[src/rtl/cpu_boot_pkg.sv]
// Shared types for the cpu_boot_ctrl sequencer: FSM state encoding and checksum width.
package cpu_boot_pkg;

  typedef enum logic [2:0] {
    StIdle,
    StLoad,
    StRelease,
    StRun,
    StDone
  } boot_state_e;

  // Default checksum width; the checksum is always one memory word wide.
  localparam int unsigned CsumW = 8;

endpackage

[src/rtl/boot_run_timer.sv]
// RUN-phase cycle counter; expired flags the last cycle allowed by the budget.
module boot_run_timer #(
  parameter int unsigned CYC_W = 16,
  parameter int unsigned LIMIT = 10
) (
  input  logic             clk,
  input  logic             rst_n,
  input  logic             clear,
  input  logic             en,
  output logic             expired,
  output logic [CYC_W-1:0] count
);

  logic [CYC_W-1:0] count_q;

  always_ff @(posedge clk or negedge rst_n) begin
    if (!rst_n) begin
      count_q <= '0;
    end else if (clear) begin
      count_q <= '0;
    end else if (en) begin
      count_q <= count_q + 1'b1;
    end
  end

  assign expired = (count_q == CYC_W'(LIMIT - 1));
  assign count   = count_q;

endmodule

[src/rtl/cpu_boot_ctrl.sv]
// Boot-and-run sequencer: streams an image into memory, releases the CPU, supervises the run.
// Optional image checksum check enabled by defining BOOT_CHECKSUM_EN.
module cpu_boot_ctrl
  import cpu_boot_pkg::*;
#(
  parameter int unsigned DATA_W    = CsumW,
  parameter int unsigned ADDR_W    = 8,
  parameter int unsigned CYC_W     = 16,
  parameter int unsigned RUN_LIMIT = 10
) (
  input  logic              clk,
  input  logic              rst_n,
  input  logic              start,
  input  logic              ld_valid,
  input  logic [DATA_W-1:0] ld_data,
  input  logic              ld_last,
  output logic              ld_ready,
  output logic              mem_we,
  output logic [ADDR_W-1:0] mem_addr,
  output logic [DATA_W-1:0] mem_wdata,
  output logic              cpu_rst_n,
  input  logic              cpu_halt,
`ifdef BOOT_CHECKSUM_EN
  input  logic [DATA_W-1:0] exp_csum,
  output logic              csum_err,
`endif
  output logic              busy,
  output logic              done,
  output logic              timeout,
  output logic [CYC_W-1:0]  cycle_count
);

  boot_state_e state_q, state_d;

  logic [ADDR_W-1:0] ptr_q;
  logic              mem_we_q;
  logic [ADDR_W-1:0] mem_addr_q;
  logic [DATA_W-1:0] mem_wdata_q;
  logic              cpu_rst_n_q, done_q, timeout_q;
  logic              start_acc, hs, ptr_full, in_run, expired;
  logic              csum_bad;

  assign ld_ready  = (state_q == StLoad);
  assign busy      = (state_q == StLoad) || (state_q == StRelease) || (state_q == StRun);
  assign start_acc = start && ((state_q == StIdle) || (state_q == StDone));
  assign hs        = ld_valid && ld_ready;
  assign ptr_full  = (ptr_q == {ADDR_W{1'b1}});
  assign in_run    = (state_q == StRun);

`ifdef BOOT_CHECKSUM_EN
  logic [DATA_W-1:0] csum_q;
  logic              csum_err_q;

  assign csum_bad = (csum_q != exp_csum);
  assign csum_err = csum_err_q;

  always_ff @(posedge clk or negedge rst_n) begin
    if (!rst_n) begin
      csum_q     <= '0;
      csum_err_q <= 1'b0;
    end else begin
      if (start_acc) begin
        csum_q     <= '0;
        csum_err_q <= 1'b0;
      end else begin
        if (hs) csum_q <= csum_q + ld_data;
        if ((state_q == StRelease) && csum_bad) csum_err_q <= 1'b1;
      end
    end
  end
`else
  assign csum_bad = 1'b0;
`endif

  always_comb begin
    state_d = state_q;
    unique case (state_q)
      StIdle, StDone: if (start) state_d = StLoad;
      StLoad:         if (hs && (ld_last || ptr_full)) state_d = StRelease;
      StRelease:      state_d = csum_bad ? StDone : StRun;
      StRun:          if (cpu_halt || expired) state_d = StDone;
      default:        state_d = StIdle;
    endcase
  end

  always_ff @(posedge clk or negedge rst_n) begin
    if (!rst_n) begin
      state_q     <= StIdle;
      ptr_q       <= '0;
      mem_we_q    <= 1'b0;
      mem_addr_q  <= '0;
      mem_wdata_q <= '0;
      cpu_rst_n_q <= 1'b0;
      done_q      <= 1'b0;
      timeout_q   <= 1'b0;
    end else begin
      state_q     <= state_d;
      cpu_rst_n_q <= (state_d == StRun);
      mem_we_q    <= hs;
      if (hs) begin
        mem_addr_q  <= ptr_q;
        mem_wdata_q <= ld_data;
      end
      if (start_acc) begin
        ptr_q     <= '0;
        done_q    <= 1'b0;
        timeout_q <= 1'b0;
      end else begin
        if (hs) ptr_q <= ptr_q + 1'b1;
        // Halt wins over the budget when both land in the same cycle.
        if (in_run && cpu_halt) done_q <= 1'b1;
        if (in_run && !cpu_halt && expired) timeout_q <= 1'b1;
      end
    end
  end

  boot_run_timer #(
    .CYC_W(CYC_W),
    .LIMIT(RUN_LIMIT)
  ) u_timer (
    .clk    (clk),
    .rst_n  (rst_n),
    .clear  (start_acc),
    .en     (in_run && !cpu_halt && !expired),
    .expired(expired),
    .count  (cycle_count)
  );

  assign mem_we    = mem_we_q;
  assign mem_addr  = mem_addr_q;
  assign mem_wdata = mem_wdata_q;
  assign cpu_rst_n = cpu_rst_n_q;
  assign done      = done_q;
  assign timeout   = timeout_q;

endmodule

[config.mk]
export PLATFORM = sky130hd
export DESIGN_NAME = cpu_boot_ctrl
export DESIGN_NICKNAME = d
export VERILOG_FILES = /design/src/rtl/cpu_boot_pkg.sv /design/src/rtl/boot_run_timer.sv /design/src/rtl/cpu_boot_ctrl.sv
export SDC_FILE = /design/constraint.sdc
export NUM_CORES = 1
export LEC_CHECK = 0
export CORE_MARGIN = 2
export CORE_UTILIZATION = 30
export CTS_BUF_LIST = sky130_fd_sc_hd__clkbuf_2
export CTS_CLUSTER_DIAMETER = 120
export DETAILED_ROUTE_END_ITERATION = 6
export PLACE_DENSITY = 0.52
export SLEW_MARGIN = 40
export SYNTH_ARGS = -nofsm -noshare
export SYNTH_HDL_FRONTEND = slang
export SYNTH_SLANG_ARGS = --single-unit
[constraint.sdc]
create_clock -name clk -period 1.65 [get_ports clk]
set_input_delay 0.2475 -clock clk [delete_from_list [all_inputs] [get_ports clk]]
set_output_delay 0.2475 -clock clk [all_outputs]
set_load 0.01 [all_outputs]
### After elaboration in Yosys (flattened, before gate mapping)

Cells that the tools add are included.

| word-level totals | value |
|---|---|
| register bits after elaboration | 47 |
| input port bits | 14 |
| output and inout bits | 38 |
| word-level logic and storage cells | 50 |

| operators by class | value |
|---|---|
| add/sub/neg operators | 2 |
| equal/unequal tests | 7 |
| multiplexer cells | 12 |
| reductions and logical operators | 20 |

Operators by type and width:

| kind | count |
|---|---|
| 16-bit 2-to-1 mux | 2 |
| 16-bit by 1-bit adder with 16-bit output (second input constant) | 1 |
| 16-bit by 4-bit equality test with 1-bit output (second input constant) | 1 |
| 8-bit 2-to-1 mux | 2 |
| 3-bit case mux with 4 select lines | 1 |
| 3-bit by 2-bit equality test with 1-bit output (second input constant) | 3 |
| 3-bit 2-to-1 mux | 3 |
| 8-bit by 1-bit adder with 8-bit output (second input constant) | 1 |
| 8-bit equality test (second input constant) | 1 |
| 2-bit nonzero test | 4 |
| 1-bit logical AND | 7 |
| 1-bit logical OR | 5 |
| 1-bit 2-to-1 mux | 4 |
| 3-bit by 1-bit equality test with 1-bit output (second input constant) | 1 |
| 3-bit equality test (second input constant) | 1 |
| 3-bit logical NOT | 1 |
| 1-bit logical NOT | 2 |
| 2-bit OR reduction | 1 |

### Depth between registers and ports, before layout

Gate-level depths: netlist (run 1).

| logic depth | value |
|---|---|
| depth in word-level cells | 6 |
| depth in mapped cells | 7 |
| mapped depth without buffers | 6 |

### By module

A second synthesis (run 1) with hierarchy kept.

| unflattened totals | value |
|---|---|
| cell total of the unflattened synthesis | 230 |
| area total of the unflattened synthesis | 2,172.1 µm² |

Modules (own cells, without submodules):

| module | instances | cells an instance | area each (µm²) | sequential area each (µm²) |
|---|---|---|---|---|
| cpu_boot_ctrl | 1 | 140 | 1,312.5 | 775.7 |
| boot_run_timer | 1 | 90 | 859.6 | 400.4 |

### Worst setup path after synthesis (run 1)

Ideal clock, no wire load.

| path | value |
|---|---|
| path kind | register to register |
| start | register state_q[1] |
| end | register mem_addr_q[3] (netlist: mem_addr[3]) |
| library setup time | 0.125 ns |
| data arrival time | 1.534 ns |
| required time | 1.525 ns |
| setup slack | -0.009 ns |
| stages on the path, launching flop included | 6 |
| buffers on the path | 3 |
| period minus slack after synthesis | 1.659 ns |
| cells stage by stage | dfrtp_1 -> buf_4 -> nor4bb_1 -> clkbuf_1 -> buf_2 -> mux2_2 |

| between the ends | value |
|---|---|
| longest elaborated chain between the ends | 2 |

Ends and longest elaborated chain:

| what | line | source |
|---|---|---|
| from (decl) | cpu_boot_ctrl.sv:33 | `boot_state_e state_q, state_d;` |
| from (signal assigned) | cpu_boot_ctrl.sv:88 | `state_q <= StIdle;` |
| from (signal assigned) | cpu_boot_ctrl.sv:97 | `state_q <= state_d;` |
| 3-bit by 1-bit equality test with 1-bit output | cpu_boot_ctrl.sv:43 | `assign ld_ready = (state_q == StLoad);` |
| 1-bit logical AND | cpu_boot_ctrl.sv:46 | `assign hs = ld_valid && ld_ready;` |
| via hs | cpu_boot_ctrl.sv:40 | `logic start_acc, hs, ptr_full, in_run, expired;` |
| to (signal assigned) | cpu_boot_ctrl.sv:101 | `mem_addr_q <= ptr_q;` |
| to (decl) | cpu_boot_ctrl.sv:37 | `logic [ADDR_W-1:0] mem_addr_q;` |

The timed path passes the listed nets, and every way through them passes these cells.
A chain may end at the register's enable or synchronous reset.

### Final worst setup path (run 1)

| path | value |
|---|---|
| start | register state_q[2] |
| end | register u_timer.count_q[11] (netlist: u_timer.count[11]) |

| between the ends | value |
|---|---|
| longest elaborated chain between the ends | 4 |
| elaborated cells between the ends (all ways) | 9 |
| classes of those cells | eq/ne (2); mux (1); reduce/logical (6) |

Ends and longest elaborated chain:

| what | line | source |
|---|---|---|
| 3-bit equality test (tied with other cells) | cpu_boot_ctrl.sv:45 | `assign start_acc = start && ((state_q == StIdle) \|\| (state_q == StDone));` |
| 1-bit logical OR / 1-bit logical AND (equally long branches) | cpu_boot_ctrl.sv:45, cpu_boot_ctrl.sv:124 |  |
| 1-bit logical AND (on tied branches) | cpu_boot_ctrl.sv:45, cpu_boot_ctrl.sv:124 |  |
| 16-bit 2-to-1 mux / 2-bit nonzero test (equally long branches) | -- |  |
| to (signal assigned) | boot_run_timer.sv:22 | `count_q <= count_q + 1'b1;` |
| to (decl) | boot_run_timer.sv:14 | `logic [CYC_W-1:0] count_q;` |

Several ways; a longest one is shown, not always the timed one.

==> results of run 1 <==
==> timing repair <==
item | CTS | global route
resized for setup | 38 | 66
pin swaps | 1 | 18
gates cloned | 0 | 2
hold buffers | 1 | 0
hold endpoints to repair | 16 | 0
setup buffers | 18 | 9
endpoints found under the setup margin | 28 | 47
==> logic make-up after synthesis <==
family	synth area share
simple gates	0.205
flops	0.538
compound gates	0.0664
mux	0.110
buf+inv	0.0269
xor+xnor	0.0361
fa+ha+maj	0.0172
==> metal layers <==
metal | up-vias | global-route usage | wire length [um]
met5 | - | 0 | 0
met4 | 0 | 0.0448 | 90
met3 | 7 | 0.0314 | 216
met2 | 36 | 0.240 | 2880
met1 | 957 | 0.201 | 2750
li1 | 931 | - | -
==> worst max-delay path: cells and delay by family (launching register included) <==
family / cells / cell delay (ps)
and+or+nand+nor: 3 / 1010
AOI/OAI and AO/OA: 1 / 140
DFF: 1 / 450
==> layout make-up <==
| cell class | instances | area, um^2 | share of cell area |
|---|---|---|---|
| Timing Repair Buffer | 114 | 1090 | 0.302 |
| Multi-Input combinational cell | 135 | 1150 | 0.319 |
| Clock buffer | 6 | 30.0 | 0.00832 |
| Sequential cell | 47 | 1180 | 0.327 |
| Tap cell | 99 | 124 | 0.0343 |
| Inverter | 5 | 21.3 | 0.00589 |
| Clock inverter | 2 | 12.5 | 0.00347 |
==> state kept, by name, indices dropped and copies added (netlist names) <==
name and count:
cpu_rst_n 1, done 1, mem_addr 8, mem_wdata 8
mem_we 1, ptr_q 8, state_q 3, timeout 1
u_timer.count 16
==> placed cells by master (no fill, tap or decap), types with 5 or more instances in the layout <==
cell type and n:
nand3_1 8, clkdlybuf4s50_1 12, a21oi_2 6, clkbuf_2 7, nand4_1 7, buf_4 52, dfrtp_1 43, dlymetal6s2s_1 21
buf_6 7, nand2_1 16, a21oi_1 5, mux2i_1 6, xor2_1 8, mux2_2 12, dlygate4sd2_1 13, nor2_1 15
==> path summary, 6_finish.rpt <==
path / depth (start not counted) / slack [ps] / end
max: 4 / -30 / u_timer.count[11]
min: 2 / 230 / mem_we
max reg2reg: 4 / -30 / u_timer.count[11]
min reg2reg: 1 / 520 / mem_addr[6]
max in group asynchronous: 3 / 880 / u_timer.count[7]
min in group clk: 2 / 400 / mem_wdata[7]
==> power by group through the flow <==
stage,clock (uW),sequential (uW),combinational (uW)
final,489,1520,1780
after global placement,0,1550,1500
after global routing,567,1550,1950
after detailed placement,0,1560,1510
after CTS,511,1530,1600
after floorplan,0,1650,592
==> metrics by stage <==
stage               std cells  total power, uW
floorplan                 194             2240
CTS                       399             3640
finish                    408             3790
global route              408             4070
global placement          372             3050
detailed placement        372             3070
==> results.yml, run 1 <==
sta:
  rsz0062_at_grt: "yes"
  fmax_ghz: 0.595
  hold_ws_ps: 232
  hold_viol: 0
  finalMaxSlewViolations: 0
  timing.final.crit_share: 1.02
  clock_skew_ps: 31.3
  maxSlewHeadroom: 0.729
  setup_ws_ps: -30.1
  layout_min_cycle_time_ps: 1680
  worst_slew_pin_slew_ps: 407
  setup_viol: 1
  finalSetupTns_ps: -30.1
placed_design:
  gp_congestion: 0.841
  port_buffers: 51
  dpl_worst_slack_ps: -365
  dpl.hpwl_um: 3780
  placed_cell_area_um2: 3080
drt:
  dr.first_iter.drc_count: 98
  wl_per_cell_um: 14.5
  vias: 1931
  via_per_inst: 4.73
  postRouteAntennaNets: 0
  first_pass_iters: 4
  drcViolationCount: 0
  wl_um: 5930
die:
  die_area_um2: 7990
  dieWidth_um: 89.4
  rows: 31
  num_io_pins: 52
  coreArea_um2: 7140
  dieHeight_um: 89.4
  initial_core_util: 0.306
synth:
  synthArstFlopShare: 1.00
  syn-num-nets: 211
  synth_common_cells: "47 x dfrtp_1, 17 x nand2_1, 16 x nor2_1"
  avgSynthCellArea_um2: 11.3
  synth_cells: 194
  synth-seq-area-share: 0.538
  synth_area_leaders: "dfrtp_1 54%, mux2_2 6.2%, xor2_1 3.2%"
  synth_top_flop_cell: "dfrtp_1"
  yosysWarnings: 0
  synth.largest_area_cell: "dfrtp_1"
  synth_most_common_cell: "dfrtp_1"
  ys_types: 39
  netlist_area_um2: 2190
  synth_top_area_share: 0.538
  ys_ff_latch: 47
  synth_edf_count: 0
final_layout:
  drive_above_1_share: 0.398
  final_util: 0.506
  diodes: 0
  final_area_um2: 3610
  area_delta_synth_final_pct: 65.1
  finalNetCount: 325
  fillCellCount: 686
critical_path:
  start_kind: "flip-flop"
  cp_slowest_cell: "or4_4"
  critPathKind: "reg -> reg"
  crit_path_max_fanout: 4
  max_stage_delay_ps: 530
  end_kind: "flip-flop"
  arrival_ps: 2030
  r2r_start: "state_q[2]"
  cp_cell_sequence: "and4bb_4 > nand4_4 > or4_4 > a21oi_2"
  critPathLaunch: "state_q[2]"
  worstPathRequired_ps: 2000
run:
  cap_violations: 0
status:
  violations: "setup timing"
  outcome: "complete, but fails checks"
power:
  p_leak_uw: 0.00200
  pwr-share-comb: 0.470
  switching_share: 0.336
  max-vdd-ir-drop_uv: 522
  cell_internal_pwr_uw: 2520
  p_per_area_nw_per_um2: 1050
  clkPwrFrac: 0.129
  power_frac_seq: 0.401
  p_sw_uw: 1270
cts:
  cts.sinks: 47
  htree_levels: 2
  cts_buffers: 5
  cts.path.max_buffers: 2
  root_buffer: "clkbuf_2"
  cts_tree: "built"
  clock_latency_ps: 430
  clk_pin_slew_ps: 250
global_route:
  grt_overflow: 0
  grt_max_degree: 32
  track_usage: 0.149
  grt_pass1_vias: 1855
  antenna_found_initial: 0
  grt_first_pass_wirelength_um: 9150
min_path:
  hold_path_class: "in -> async"
Note: power is estimated with default switching activity, not from simulation.
==> run 2, diff against run 1 <==
Settings changed: PLACE_DENSITY 0.52 to 0.5.
Clock period 1.65 ns to 2.05 ns, I/O delays scaled along.
==> run 2 against run 1 <==
Net effect:
- first-iteration DRC count decreased by 4.1%
- cell count fell by 12%
- power is 27% lower
- final area is 17% lower
- combinational power decreased by 38%
- the flow now finishes without violations
- worst setup slack better by 170 ps
- global-route usage decreased by 1.5 points
- clock power decreased by 17%
- critical path type is now reg -> out
- die area unchanged
==> results.yml, run 2 (synthesis results as in run 1) <==
status:
  outcome: "complete, no violations"
cts:
  root_buffer: "clkbuf_2"
  clk_pin_slew_ps: 260
  htree_levels: 2
  clock_latency_ps: 430
  cts_buffers: 5
  cts.path.max_buffers: 2
  cts_tree: "built"
  cts.sinks: 47
sta:
  finalMaxSlewViolations: 0
  worst_slew_pin_slew_ps: 620
  rsz0062_at_grt: "no"
  finalSetupTns_ps: 0
  clock_skew_ps: 12.7
  hold_ws_ps: 452
  setup_viol: 0
  hold_viol: 0
  fmax_ghz: 0.524
  maxSlewHeadroom: 0.586
  timing.final.crit_share: 0.930
  layout_min_cycle_time_ps: 1910
drt:
  wl_per_cell_um: 14.2
  dr.first_iter.drc_count: 94
  vias: 1736
  via_per_inst: 4.82
  first_pass_iters: 6
  drcViolationCount: 0
  wl_um: 5100
  postRouteAntennaNets: 0
critical_path:
  crit_path_max_fanout: 7
  cp_slowest_cell: "clkdlybuf4s50_1"
  reg2reg_depth: 5
  critPathBufInv: 1
  regToRegSetupSlack_ps: 140
  r2r-end: "u_timer.count[14]"
  r2r_start: "state_q[2]"
  end_kind: "primary output"
  critPathLaunch: "u_timer.count[0]"
  start_kind: "flip-flop"
  critPathKind: "reg -> out"
  worstPathRequired_ps: 1740
  cp_cell_sequence: "clkdlybuf4s50_1"
  arrival_ps: 1600
  crit_family: "buffers and inverters"
  max_stage_delay_ps: 590
die:
  initial_core_util: 0.306
  dieWidth_um: 89.4
  dieHeight_um: 89.4
  rows: 31
  coreArea_um2: 7140
  die_area_um2: 7990
  num_io_pins: 52
placed_design:
  dpl.hpwl_um: 3370
  gp_congestion: 0.771
  port_buffers: 51
final_layout:
  area_delta_synth_final_pct: 36.4
  largest_reg_flops: 16
  final_cell_mix: "48 x clkdlybuf4s50_1, 44 x dfrtp_1, 17 x nand2_1"
  finalNetCount: 277
  drive_above_1_share: 0.169
  diodes: 0
  final_common_cell: "clkdlybuf4s50_1"
power:
  max-vdd-ir-drop_uv: 365
  clkPwrFrac: 0.147
  switching_share: 0.342
  power_frac_seq: 0.451
  cell_internal_pwr_uw: 1820
  p_sw_uw: 949
  p_leak_uw: 0.00131
  p_per_area_nw_per_um2: 930
  pwr-share-comb: 0.402
min_path:
  hold_path_class: "in -> async"
global_route:
  track_usage: 0.134
  antenna_found_initial: 0
  grt_first_pass_wirelength_um: 8170
  grt_overflow: 0
  grt_pass1_vias: 1564
  grt_max_degree: 48
run:
  cap_violations: 0
run 2: worst reg2reg max path, cell delays in order, from the launching register on:
cell      delay [ps]
dfrtp_2          470
buf_4            160
and4bb_1         420
nand3_2          150
or4_1            510
a21oi_1          150
run 2: how the worst max path moves through the flow:
stage,cells after the start,endpoint
2_1_floorplan,5,mem_addr[3]
4_1_cts,1,cycle_count[2]
3_5_place_dp,5,u_timer.count[15]
5_1_grt,5,u_timer.count[14]
3_3_place_gp,5,u_timer.count[14]
6_report,1,cycle_count[0]
run 2: layout make-up:
type	instances	area [um^2]
fillers	706	4160
flip-flops and latches	47	1180
multi-input cells	135	971
repair buffers	66	643
well taps	99	124
clock buffers	5	25.0
clock inverters	3	20.0
inverters	5	18.8
run 2: power by group through the flow:
stage	clock (uW)	sequential (uW)	combinational (uW)
after detailed placement	0	1290	1090
after floorplan	0	1320	477
after global routing	474	1280	1220
final	408	1250	1110
after global placement	0	1290	1080
after CTS	434	1260	1140
run 2: metrics by stage:
stage               cells  area (um^2)  total power [uW]  setup slack [ps]  utilization
floorplan             194         2190              1800               391            -
global placement      348         2900              2370             -4.17        0.406
detailed placement    348         2900              2380             -18.3        0.406
CTS                   360         2980              2830              56.3        0.418
global route          360         2980              2970              21.5        0.418
finish                360         2980              2770               143        0.418
run 2: layer usage:
| metal | share of wire | track usage | vias up |
|---|---|---|---|
| li1 | - | - | 834 |
| met1 | 0.49 | 0.204 | 845 |
| met2 | 0.44 | 0.182 | 51 |
| met3 | 0.059 | 0.0379 | 6 |
| met4 | 0.012 | 0.0421 | 0 |
| met5 | 0 | 0 | - |
run 2: what timing repair did:
| item | in CTS | in global routing |
|---|---|---|
| cloned | 0 | 0 |
| endpoints found under the setup margin | 2 | 1 |
| setup buffers | 3 | 0 |
| hold buffers | 1 | 0 |
| hold endpoints to repair | 47 | 0 |
| gates resized for setup | 6 | 1 |
